==> config.mk <==
export PLATFORM = sky130hd
export DESIGN_NAME = osd_mam_wb_adapter
export DESIGN_NICKNAME = d
export VERILOG_FILES = /design/src/rtl/osd_mam_wb_adapter.sv
export SDC_FILE = /design/constraint.sdc
export NUM_CORES = 1
export LEC_CHECK = 0
export ABC_AREA = 1
export CORE_ASPECT_RATIO = 0.8
export CORE_UTILIZATION = 52
export CTS_BUF_LIST = sky130_fd_sc_hd__clkbuf_8
export CTS_CLUSTER_DIAMETER = 200
export DETAILED_ROUTE_END_ITERATION = 8
export PLACE_DENSITY = 0.95
export SYNTH_ARGS = -nofsm -noshare
export SYNTH_HDL_FRONTEND = slang
export SYNTH_SLANG_ARGS = --single-unit
==> constraint.sdc <==
create_clock -name clk -period 5.12 [get_ports clk]
set_input_delay 1.024 -clock clk [delete_from_list [all_inputs] [get_ports clk]]
set_output_delay 1.024 -clock clk [all_outputs]
set_load 0.02 [all_outputs]
==> src/rtl/osd_mam_wb_adapter.sv <==
// MAM request/write/read port to Wishbone B3 classic/burst master; one MAM request maps to one CYC.
// Optional OSD_MAM_WB_ADAPTER_ERR_EN adds a sticky bus_error output and zeroes errored read beats.
module osd_mam_wb_adapter #(
  parameter int DATA_WIDTH = 16,
  parameter int ADDR_WIDTH = 32
) (
  input  logic                    clk,
  input  logic                    rst,
  input  logic                    req_valid,
  output logic                    req_ready,
  input  logic                    req_rw,
  input  logic [ADDR_WIDTH-1:0]   req_addr,
  input  logic                    req_burst,
  input  logic [13:0]             req_beats,
  input  logic                    write_valid,
  input  logic [DATA_WIDTH-1:0]   write_data,
  input  logic [DATA_WIDTH/8-1:0] write_strb,
  output logic                    write_ready,
  output logic                    read_valid,
  output logic [DATA_WIDTH-1:0]   read_data,
  input  logic                    read_ready,
  output logic                    wb_cyc_o,
  output logic                    wb_stb_o,
  output logic                    wb_we_o,
  output logic [ADDR_WIDTH-1:0]   wb_adr_o,
  output logic [DATA_WIDTH-1:0]   wb_dat_o,
  output logic [DATA_WIDTH/8-1:0] wb_sel_o,
  output logic [2:0]              wb_cti_o,
  output logic [1:0]              wb_bte_o,
  input  logic                    wb_ack_i,
  input  logic                    wb_err_i,
  input  logic [DATA_WIDTH-1:0]   wb_dat_i
`ifdef OSD_MAM_WB_ADAPTER_ERR_EN
  ,
  output logic                    bus_error
`endif
);

  localparam int SW = DATA_WIDTH / 8;

  typedef enum logic [2:0] {IDLE, WDATA, WBUS, RBUS, RHOLD} state_t;

  state_t                  state, state_next;
  logic                    burst;
  logic [13:0]             beats_left;
  logic [ADDR_WIDTH-1:0]   addr;
  logic [SW-1:0]           sel;
  logic [DATA_WIDTH-1:0]   dat_out;
  logic [DATA_WIDTH-1:0]   rdata;
  logic                    rvalid;
  logic [13:0]             beats_eff;
  logic [ADDR_WIDTH-1:0]   addr_inc;
  logic                    term;

  assign beats_eff = req_burst ? req_beats : 14'd1;
  assign addr_inc  = addr + ADDR_WIDTH'(SW);
  // Only a strobed beat can terminate; stray acks in WDATA/RHOLD are ignored.
  assign term      = (state == WBUS || state == RBUS) && (wb_ack_i || wb_err_i);

  always_ff @(posedge clk or posedge rst) begin
    if (rst) state <= IDLE;
    else     state <= state_next;
  end

  always_comb begin
    state_next = state;
    case (state)
      IDLE:    if (req_valid && beats_eff != 14'd0) state_next = req_rw ? WDATA : RBUS;
      WDATA:   if (write_valid) state_next = WBUS;
      WBUS:    if (term) state_next = (beats_left == 14'd1) ? IDLE : WDATA;
      RBUS:    if (term) state_next = RHOLD;
      RHOLD:   if (read_ready) state_next = (beats_left == 14'd1) ? IDLE : RBUS;
      default: state_next = IDLE;
    endcase
  end

  always_comb begin
    req_ready   = (state == IDLE);
    write_ready = (state == WDATA);
    wb_cyc_o    = (state != IDLE);
    wb_stb_o    = (state == WBUS) || (state == RBUS);
    wb_we_o     = (state == WBUS);
    wb_sel_o    = '0;
    if (state == WBUS) wb_sel_o = sel;
    else if (state == RBUS) wb_sel_o = '1;
    wb_cti_o    = 3'b000;
    if (state != IDLE && burst) wb_cti_o = (beats_left > 14'd1) ? 3'b010 : 3'b111;
    wb_bte_o    = 2'b00;
    wb_adr_o    = addr;
    wb_dat_o    = dat_out;
    read_valid  = rvalid;
    read_data   = rdata;
  end

  always_ff @(posedge clk or posedge rst) begin
    if (rst) begin
      burst      <= 1'b0;
      beats_left <= '0;
      addr       <= '0;
      sel        <= '0;
      dat_out    <= '0;
      rdata      <= '0;
      rvalid     <= 1'b0;
`ifdef OSD_MAM_WB_ADAPTER_ERR_EN
      bus_error  <= 1'b0;
`endif
    end else begin
      case (state)
        IDLE: if (req_valid) begin
          burst      <= req_burst;
          beats_left <= beats_eff;
          addr       <= req_addr;
          sel        <= req_burst ? '1 : write_strb;
`ifdef OSD_MAM_WB_ADAPTER_ERR_EN
          bus_error  <= 1'b0;
`endif
        end
        WDATA: if (write_valid) dat_out <= write_data;
        WBUS: if (term) begin
          beats_left <= beats_left - 14'd1;
          addr       <= addr_inc;
`ifdef OSD_MAM_WB_ADAPTER_ERR_EN
          if (wb_err_i) bus_error <= 1'b1;
`endif
        end
        RBUS: if (term) begin
          rvalid <= 1'b1;
`ifdef OSD_MAM_WB_ADAPTER_ERR_EN
          rdata  <= wb_err_i ? '0 : wb_dat_i;
          if (wb_err_i) bus_error <= 1'b1;
`else
          rdata  <= wb_dat_i;
`endif
        end
        RHOLD: if (read_ready) begin
          rvalid     <= 1'b0;
          beats_left <= beats_left - 14'd1;
          addr       <= addr_inc;
        end
        default: ;
      endcase
    end
  end

endmodule

==> key figures, run 1 <==
Outcome
  • Outcome: finished clean

STA
  • Final worst slack: about 1.4 ns
  • Layout Skew: roughly 0.017 ns
  • Final Hold Viols: 0
  • Slew margin rel.: approximately 43%
  • Top achievable clock speed: roughly 270 MHz
  • Final setup vio count: 0
  • Setup TNS: 0 ns
  • Post-layout minimum cycle time: between 3 and 4 ns
  • Worst hold margin: around 0.5 ns
  • Slew Limit Fails: 0
  • Period utilization: 72.2%
  • RSZ-0062 raised after global routing: false
  • Slew at the pin closest to its max-slew limit: between 0.8 and 0.9 ns

Placed design
  • Dpl cells: between 1000 and 1500
  • Place WS: ~1.8 ns
  • IO buf count: 163
  • Gpl congestion: roughly 0.94
  • DP HPWL: 11.2 mm

Power
  • Seq pwr share: between 20% and 30%
  • Internal: 0.00245 W
  • Clock share of power: around 11%
  • Switching power: 0.00224 W
  • PwrDens: 657 nW/um^2
  • Leakage Power: approximately 3.3 nW
  • Logic gate share of total power: between 50% and 60%
  • Sw frac: a little under half
  • Worst vdd ir: ~0.00046 V

Finish
  • Most frequent cells in the layout: 245 x nand2_1, 163 x clkdlybuf4s50_1, 127 x nor2_1
  • Fraction of layout cells with a size suffix above 1: under 10%
  • Final non-filler cell total: approximately 1100
  • N_diodes: 0
  • Most common cell after layout, fill and taps aside: nand2_1
  • Area grow syn2layout: 36.1%
  • Nets: around 1000
  • # fillers: approximately 730

Floorplanning
  • Die Y: 91.8 um
  • Core area: between 9000 and 10000 sq um
  • Die Wd: ~110 um
  • Full die area: 10500 sq um
  • I/O pin count: ~170
  • Starting Density: a little over half
  • Rows: 32

Route
  • Via count: 5473
  • Remaining DRCs: 0
  • Drt first pass iters: 6
  • WL/cell: approximately 14 um
  • DR iter-0 viols: ~480
  • DRT antenna net count: 0
  • Number of vias per cell: slightly above 5
  • Final wirelength: ~15 mm

Clock tree
  • Post-CTS sizing: 0
  • Total number of H-tree levels: 3
  • CTS sink cnt: between 80 and 90
  • CTS Buffer Depth: 2
  • CTS tree: done
  • CTS root buf: clkbuf_8
  • Worst skew pair latency: about 0.36 ns
  • Cts-stage hold buffer count: 0
  • Reg clk slew, reported paths: approximately 0.080 ns
  • CTS Buf Count: 9
  • Setup bufs post-CTS: 0

Setup path
  • Critical Path Sink Type: primary output
  • WP data required: slightly above 4 ns
  • Crit Path Max Fanout: 6
  • Setup Crit Path Kind: reg2out
  • R2r setup slk: roughly 2.4 ns
  • CP arrival: 2.67 ns
  • Crit start category: register
  • Reg2reg path depth: 8

Synth
  • Syn Inst Count: between 700 and 800
  • Mapped cell area: about 5200 sq um
  • Yosys reg bits: 85
  • Synth cell types: 33
  • Avg Inst Size Synth: between 6 and 7 sq um
  • Synth Warn #: 0
  • Sequential share of the synthesized area: about two fifths

GRT
  • GRT Total Usage: a little under a third
  • Initial antenna violation count: 0
  • Vias in the first global route: about 5200
  • Grt ovf: 0
  • First-pass GRT wire length: 24.7 mm
  • Largest net degree at the start of global routing: 49

Hold path
  • Hold WC Path Type: reg2reg
  • Hold path cells: 2

Job
  • Max-Cap Viols: 0
layout make-up:
type                       instances  area, sq um  share of cell area [%]
multi-input combinational        566         2650                    37.1
sequential                        85         2130                    29.8
timing repair buffer             167         1660                    23.3
inverter                          85          320                    4.49
tap                              136          170                    2.38
clock buffer                       9          124                    1.74
clock inverter                     5         85.1                    1.19
flip-flops by register name, indices dropped and copies added, names as in the netlist:
signal      count
burst           1
beats_left     14
wb_adr_o       32
state           3
read_valid      1
sel             2
read_data      16
wb_dat_o       16
cell families (layout without fill, tap and decap cells):
kind of cell / after synthesis / in the layout / synth area share [%]
other cells: 1 / 2 / 0.0715
compound gates: 70 / 70 / 6.88
buf+inv: 112 / 266 / 9.02
flops: 85 / 85 / 40.6
simple gates: 457 / 457 / 35.5
mux: 32 / 32 / 6.88
xor+xnor: 2 / 2 / 0.334
fa+ha+maj: 3 / 3 / 0.716
cells in the mapped netlist:
library cell	number	area share, %
o21ai_0	44	4.2
nand2_2	2	0.24
nor2_1	127	9.1
inv_1	84	6.0
nand4_1	3	0.36
o211ai_1	1	0.14
nand2_1	246	18
nor3_4	1	0.31
nor3_1	5	0.48
o21ai_1	3	0.29
nor3_2	1	0.19
nand3_1	62	5.9
xnor2_1	1	0.17
mux2_2	32	6.9
or2_2	4	0.48
ha_1	3	0.72
buf_2	15	1.4
a21oi_1	18	1.7
or2_0	1	0.12
a31oi_1	2	0.24
xor2_1	1	0.17
conb_1	1	0.072
clkbuf_1	4	0.29
nand3_2	1	0.19
buf_4	7	1.0
inv_2	1	0.072
buf_6	1	0.21
o21bai_1	1	0.14
dfrtp_1	85	41
and2_1	1	0.12
a21boi_0	1	0.14
nand3b_1	2	0.29
nor2_2	1	0.12
path summary, 6_finish.rpt:
check | start | end
max | beats_left[0] | wb_cti_o[0]
min | burst | burst
max reg2reg | state[1] | beats_left[1]
min reg2reg | burst | burst
max in group asynchronous | rst | wb_adr_o[8]
min in group asynchronous | rst | wb_dat_o[11]
power by group through the flow:
stage | sequential (W) | combinational [W] | clock, W
floorplan | 0.00161 | 0.00151 | 0
global placement | 0.00134 | 0.00271 | 0
detailed placement | 0.00136 | 0.00278 | 0
CTS | 0.00136 | 0.00280 | 0.000527
global route | 0.00141 | 0.00308 | 0.000555
finish | 0.00137 | 0.00280 | 0.000523
per-stage QoR:
| stage | util, % | power, W | cell area (sq um) |
|---|---|---|---|
| detailed placement | 71.2 | 0.00414 | 6930 |
| global route | 73.3 | 0.00505 | 7140 |
| CTS | 73.3 | 0.00468 | 7140 |
| finish | 73.3 | 0.00469 | 7140 |
| floorplan | - | 0.00312 | 5250 |
| global placement | 71.2 | 0.00405 | 6930 |
worst max-delay path, cell delays in order, from the launching register on:
cell	delay, ns
dfrtp_1	0.40
inv_1	0.16
ha_1	0.21
nand3_1	0.13
inv_1	0.15
nand3_1	0.11
nand3b_1	0.16
a21boi_0	0.32
clkdlybuf4s50_1	0.68
routing by layer:
layer	track usage, %	wire length [um]	up-vias
li1	-	-	2681
met1	39.1	6330	2487
met2	48.1	6890	283
met3	9.98	1510	22
met4	8.01	272	0
met5	0	0	-
Power figures use the tool's default switching activity.
==> run 2: changes to the inputs <==
--- a/config.mk
+++ b/config.mk
@@ -7,11 +7,11 @@
 export LEC_CHECK = 0
 export ABC_AREA = 1
 export CORE_ASPECT_RATIO = 0.8
-export CORE_UTILIZATION = 52
+export CORE_UTILIZATION = 44
 export CTS_BUF_LIST = sky130_fd_sc_hd__clkbuf_8
 export CTS_CLUSTER_DIAMETER = 200
 export DETAILED_ROUTE_END_ITERATION = 8
-export PLACE_DENSITY = 0.95
+export PLACE_DENSITY = 0.91
 export SYNTH_ARGS = -nofsm -noshare
 export SYNTH_HDL_FRONTEND = slang
 export SYNTH_SLANG_ARGS = --single-unit
==> constraint.sdc (replaced) <==
create_clock -name clk -period 2.99 [get_ports clk]
set_input_delay 0.598 -clock clk [delete_from_list [all_inputs] [get_ports clk]]
set_output_delay 0.598 -clock clk [all_outputs]
set_load 0.02 [all_outputs]
==> key figures, run 2 (synthesis gave the netlist of run 1 again) <==
Route
  • Via count: 5386 (-1.6%)
  • Final wirelength: 14.9 mm (-0.52%)
  • Remaining DRCs: 0 (unchanged)
  • Drt first pass iters: 6 (unchanged)
  • DRT antenna net count: 0 (unchanged)
  • WL/cell: 14.0 um (-2.0%)
  • Number of vias per cell: 5.04 (-3.1%)
  • DR iter-0 viols: 407 (-14%)

Clock tree
  • CTS tree: done
  • Reg clk slew, reported paths: 0.10 ns (+0.02 ns)
  • CTS sink cnt: 85 (unchanged)
  • Post-CTS sizing: 2 (+2)
  • Cts-stage hold buffer count: 0 (unchanged)
  • CTS Buffer Depth: 2 (unchanged)
  • Setup bufs post-CTS: 0 (unchanged)
  • Total number of H-tree levels: 3 (unchanged)
  • CTS root buf: clkbuf_8
  • CTS Buf Count: 9 (unchanged)
  • Worst skew pair latency: 0.37 ns (about the same)

Setup path
  • CP Capture Point: wb_cti_o[1]
  • R2r setup slk: 1.01 ns (-1.43 ns)
  • Crit start category: register
  • Critical Path Sink Type: primary output
  • Reg-to-reg endpoint: beats_left[9]
  • CP Launch Point: state[2]
  • Setup Crit Path Kind: reg2out
  • Crit Path Max Fanout: 6 (unchanged)
  • Reg2reg path depth: 9 (+1)
  • WP data required: 2.39 ns (-1.71 ns)
  • CP arrival: 2.03 ns (-0.64 ns)
  • Reg-to-reg startpoint: state[1]

Finish
  • Most common cell after layout, fill and taps aside: nand2_1
  • Most frequent cells in the layout: 245 x nand2_1, 161 x clkdlybuf4s50_1, 127 x nor2_1
  • Area grow syn2layout: 36.7%
  • Nets: 1008 (+0.20%)
  • # fillers: 1040 (+43%)
  • N_diodes: 0 (unchanged)
  • Max FFs per register: 32 (unchanged)
  • Fraction of layout cells with a size suffix above 1: 7.49% (+0.62 points)
  • Post-Layout Inst Area: 7170 sq um (+0.44%)

GRT
  • Largest net degree at the start of global routing: 54 (+10%)
  • Grt ovf: 0 (unchanged)
  • Vias in the first global route: 5106 (-1.4%)
  • GRT Total Usage: 25.4% (-4.7 points)
  • First-pass GRT wire length: 24.3 mm (-1.6%)
  • Initial antenna violation count: 0 (unchanged)

Power
  • Leakage Power: 3.32 nW (+0.67%)
  • PwrDens: 1120 nW/um^2 (+70%)
  • Worst vdd ir: 0.000614 V (+33%)
  • Total power: 0.00801 W (+71%)

STA
  • Post-layout minimum cycle time: 2.63 ns
  • Slew margin rel.: 48.4% (+5.1 points)
  • Top achievable clock speed: roughly 380 MHz
  • Slew Limit Fails: 0 (unchanged)
  • Layout Skew: 0.0122 ns (-0.00462 ns)
  • Setup TNS: 0 ns (unchanged)
  • RSZ-0062 raised after global routing: false
  • Final setup vio count: 0 (unchanged)
  • Period utilization: 87.9%
  • Slew at the pin closest to its max-slew limit: 0.774 ns (-0.0762 ns)
  • Final Hold Viols: 0 (unchanged)

Placed design
  • DP HPWL: 11.0 mm (-1.8%)
  • Area after DPL: 6980 sq um (+0.79%)
  • IO buf count: 163 (unchanged)
  • Gpl congestion: 0.931 (-0.88%)

Floorplanning
  • Die Wd: 124 um (+8.6%)
  • Starting Density: 45.3% (-8.5 points)
  • Die Y: 99.6 um (+8.5%)
  • Rows: 35 (+9.4%)
  • I/O pin count: 166 (unchanged)
  • Core area: 11600 sq um (+19%)
  • Full die area: 12400 sq um (+18%)

Hold path
  • Hold WC Path Type: reg2reg

Job
  • Max-Cap Viols: 0 (unchanged)

Outcome
  • Outcome: finished clean
-- run 2: layout make-up --
type | count | area (sq um) | area share (%)
Sequential cell | 85 | 2130 | 29.7
Inverter | 85 | 320 | 4.47
Clock inverter | 6 | 57.6 | 0.803
Clock buffer | 10 | 138 | 1.92
Multi-Input combinational cell | 566 | 2650 | 36.9
Timing Repair Buffer | 169 | 1690 | 23.6
Tap cell | 148 | 185 | 2.58
-- run 2: per-stage QoR --
stage | utilization [%] | hold slack, ns | worst slack [ns] | instances
after global placement | 60.4 | 0.467 | 0.327 | 1053
after floorplan | - | 0.453 | 0.199 | 763
after detailed placement | 60.4 | 0.486 | 0.256 | 1053
after CTS | 62.1 | 0.513 | 0.143 | 1069
final | 62.0 | 0.507 | 0.362 | 1069
after global routing | 62.0 | 0.540 | 0.0824 | 1069
-- run 2: how the worst min path moves through the flow --
| stage | startpoint | end | depth (start not counted) |
|---|---|---|---|
| floorplan | burst | burst | 2 |
| global placement | wb_adr_o[0] | wb_adr_o[0] | 2 |
| detailed placement | wb_adr_o[0] | wb_adr_o[0] | 2 |
| CTS | burst | burst | 2 |
| global route | read_data[13] | read_data[13] | 1 |
| finish | wb_adr_o[0] | wb_adr_o[0] | 2 |
-- run 2: where the power goes --
part | internal, W | switching, W
Sequential | 0.00175 | 0.000586
Clock | 0.000349 | 0.000488
Combinational | 0.00201 | 0.00282
-- run 2: routing by layer --
layer	global-route usage, %	vias to the layer above	share of wire [%]
li1	-	2688	-
met1	32.7	2433	43
met2	38.9	239	44
met3	9.40	26	10
met4	9.07	0	2.2
met5	0	-	0
-- run 2: worst max-delay path, cell delays in order (launching register included) --
cell and delay, ns:
dfrtp_1 0.49, inv_1 0.12, nand2_1 0.09, nor2_1 0.09, nor2_1 0.20, clkdlybuf4s50_1 0.67
==> run 3: changes to the inputs <==
--- a/config.mk
+++ b/config.mk
@@ -11,7 +11,9 @@
 export CTS_BUF_LIST = sky130_fd_sc_hd__clkbuf_8
 export CTS_CLUSTER_DIAMETER = 200
 export DETAILED_ROUTE_END_ITERATION = 8
+export GPL_TIMING_DRIVEN = 0
 export PLACE_DENSITY = 0.91
+export SLEW_MARGIN = 0
 export SYNTH_ARGS = -nofsm -noshare
 export SYNTH_HDL_FRONTEND = slang
 export SYNTH_SLANG_ARGS = --single-unit
==> key figures, run 3 (synthesis gave the netlist of run 1 again) <==
Outcome
  • Outcome: finished clean

GRT
  • Vias in the first global route: 5217 (+2.2%)
  • Initial antenna violation count: 0 (unchanged)
  • GRT Total Usage: 27.3% (+1.9 points)
  • Grt ovf: 0 (unchanged)
  • Largest net degree at the start of global routing: 61 (+13%)
  • First-pass GRT wire length: 25.7 mm (+5.8%)

Setup path
  • CP bufs+invs: 4 (+2)
  • Critical Path Sink Type: primary output
  • CP max stage cell: dfrtp_1
  • Crit-path max cell delay: 0.40 ns (-0.27 ns)
  • Family with the most delay on the worst path: buffers and inverters
  • WP data required: 2.39 ns (about the same)
  • CP arrival: 2.23 ns (+0.20 ns)
  • Crit start category: register
  • Setup Crit Path Kind: reg2out
  • CP cell instances: inv_2 > ha_2 > nand3_2 > inv_2 > nand3_1 > nand3b_1 > a21boi_2 > buf_4 > dlygate4sd2_1
  • Crit Path Max Fanout: 6 (unchanged)
  • Critical path's most frequent cell: inv_2

Power
  • Logic gate share of total power: 61.4% (+1.1 points)
  • Switching power: 0.00402 W (+3.2%)
  • Worst vdd ir: 0.000647 V (+5.3%)
  • Seq pwr share: 28.3% (-0.9 points)
  • Internal: 0.00424 W (+3.2%)
  • Leakage Power: 3.40 nW (+2.5%)
  • Sw frac: 48.7% (about the same)
  • Clock share of power: 10.3% (-0.2 points)
  • PwrDens: 1130 nW/um^2 (+1.5%)

Route
  • DR iter-0 viols: 460 (+13%)
  • Drt first pass iters: 5 (-1)
  • Final wirelength: 16.2 mm (+8.6%)
  • DRT antenna net count: 0 (unchanged)
  • WL/cell: 14.9 um (+6.5%)
  • Via count: 5555 (+3.1%)
  • Number of vias per cell: 5.10 (+1.2%)
  • Remaining DRCs: 0 (unchanged)

Floorplanning
  • Die Y: 99.6 um (unchanged)
  • Rows: 35 (unchanged)
  • I/O pin count: 166 (unchanged)
  • Die Wd: 124 um (unchanged)
  • Core area: 11600 sq um (unchanged)
  • Full die area: 12400 sq um (unchanged)
  • Starting Density: 45.3% (unchanged)

Placed design
  • DP HPWL: 12.5 mm (+13%)
  • Area after DPL: 7080 sq um (+1.4%)
  • IO buf count: 162 (-0.61%)
  • Gpl congestion: 0.953 (+2.4%)
  • Place WS: -0.00630 ns (-0.262 ns)
  • Dpl cells: 1074 (+2.0%)

Finish
  • Fraction of layout cells with a size suffix above 1: 9.34% (+1.8 points)
  • Most frequent cells in the layout: 246 x nand2_1, 160 x clkdlybuf4s50_1, 127 x nor2_1
  • Area grow syn2layout: 39.0%
  • Final non-filler cell total: 1090 (+2.0%)
  • Max FFs per register: 32 (unchanged)
  • Post-Layout Inst Area: 7290 sq um (+1.7%)
  • N_diodes: 0 (unchanged)
  • Most common cell after layout, fill and taps aside: nand2_1
  • Nets: 1029 (+2.1%)

Clock tree
  • CTS Buf Count: 9 (unchanged)
  • Setup bufs post-CTS: 0 (unchanged)
  • Reg clk slew, reported paths: 0.09 ns (about the same)
  • Total number of H-tree levels: 3 (unchanged)
  • Worst skew pair latency: 0.37 ns (about the same)
  • CTS tree: done
  • CTS Buffer Depth: 2 (unchanged)
  • CTS sink cnt: 85 (unchanged)
  • CTS root buf: clkbuf_8

STA
  • Setup TNS: 0 ns (unchanged)
  • Slew margin rel.: 64.0% (+16 points)
  • RSZ-0062 raised after global routing: false
  • Layout Skew: 0.0115 ns (-0.000717 ns)
  • Post-layout minimum cycle time: 2.83 ns (+0.200 ns)
  • Final Hold Viols: 0 (unchanged)
  • Period utilization: 94.6% (+6.7 points)
  • Slew at the pin closest to its max-slew limit: 0.541 ns (-0.233 ns)
  • Final worst slack: 0.162 ns (-0.200 ns)
  • Final setup vio count: 0 (unchanged)
  • Top achievable clock speed: 354 MHz (-7.1%)
  • Worst hold margin: 0.501 ns (-0.00547 ns)
  • Slew Limit Fails: 0 (unchanged)

Job
  • Max-Cap Viols: 0 (unchanged)

Hold path
  • Hold WC Path Type: reg2reg
[run 3: changes by cell type in the layout (fill, tap and decap cells not counted), moves of 2 or more]
cell	change
buf_2	+15
inv_6	-2
buf_4	+3
inv_2	+2
clkbuf_1	+4
buf_12	-2
inv_8	-2
clkbuf_2	-2
dlygate4sd2_1	+2
[run 3: routing by layer]
layer	up-vias	GRT usage [%]	share of wire, %
li1	2738	-	-
met1	2518	35.2	41
met2	280	43.3	45
met3	19	10.0	12
met4	0	6.59	1.2
met5	-	0	0
[run 3: worst paths after layout]
kind	start	endpoint	slack, ns	depth (start not counted)
worst max-delay path	beats_left[0]	wb_cti_o[2]	0.16	9
worst min-delay path	burst	burst	0.50	2
worst max register to register	state[1]	beats_left[9]	1.03	7
worst min register to register	burst	burst	0.50	2
max in group asynchronous	rst	beats_left[0]	1.79	3
min in group asynchronous	rst	wb_dat_o[3]	0.57	2
[run 3: metrics by stage]
stage,power (W),util [%]
after global placement,0.00724,61.0
after floorplan,0.00534,-
after global routing,0.00893,63.0
after detailed placement,0.00738,61.3
after CTS,0.00826,62.9
final,0.00826,63.0
[run 3: layout make-up]
| type | instances | area (sq um) |
|---|---|---|
| Fill cell | 1016 | 4270 |
| Multi-Input combinational cell | 566 | 2660 |
| Sequential cell | 85 | 2130 |
| Timing Repair Buffer | 163 | 1650 |
| Inverter | 85 | 322 |
| Tap cell | 148 | 185 |
| Buffer | 27 | 154 |
| Clock buffer | 9 | 124 |
| Clock inverter | 7 | 72.6 |
[run 3: worst min-delay path, stage by stage, from the launching register on]
cell	delay, ns
dfrtp_1	0.35
nand2_1	0.05
o21ai_0	0.06
[run 3: power groups by stage]
| stage | Combinational (W) | Sequential (W) | Clock (W) |
|---|---|---|---|
| 6_report | 0.00508 | 0.00234 | 0.000849 |
| 3_5_place_dp | 0.00504 | 0.00234 | 0 |
| 3_3_place_gp | 0.00493 | 0.00232 | 0 |
| 5_1_grt | 0.00560 | 0.00242 | 0.000908 |
| 2_1_floorplan | 0.00259 | 0.00275 | 0 |
| 4_1_cts | 0.00506 | 0.00233 | 0.000869 |
[run 3: what timing repair did]
item | in CTS | in global routing
cloned | 0 | 0
hold endpoints to repair | 0 | 0
gates resized for setup | 4 | 4
endpoints found under the setup margin | 2 | 2
hold buffers | 0 | 0
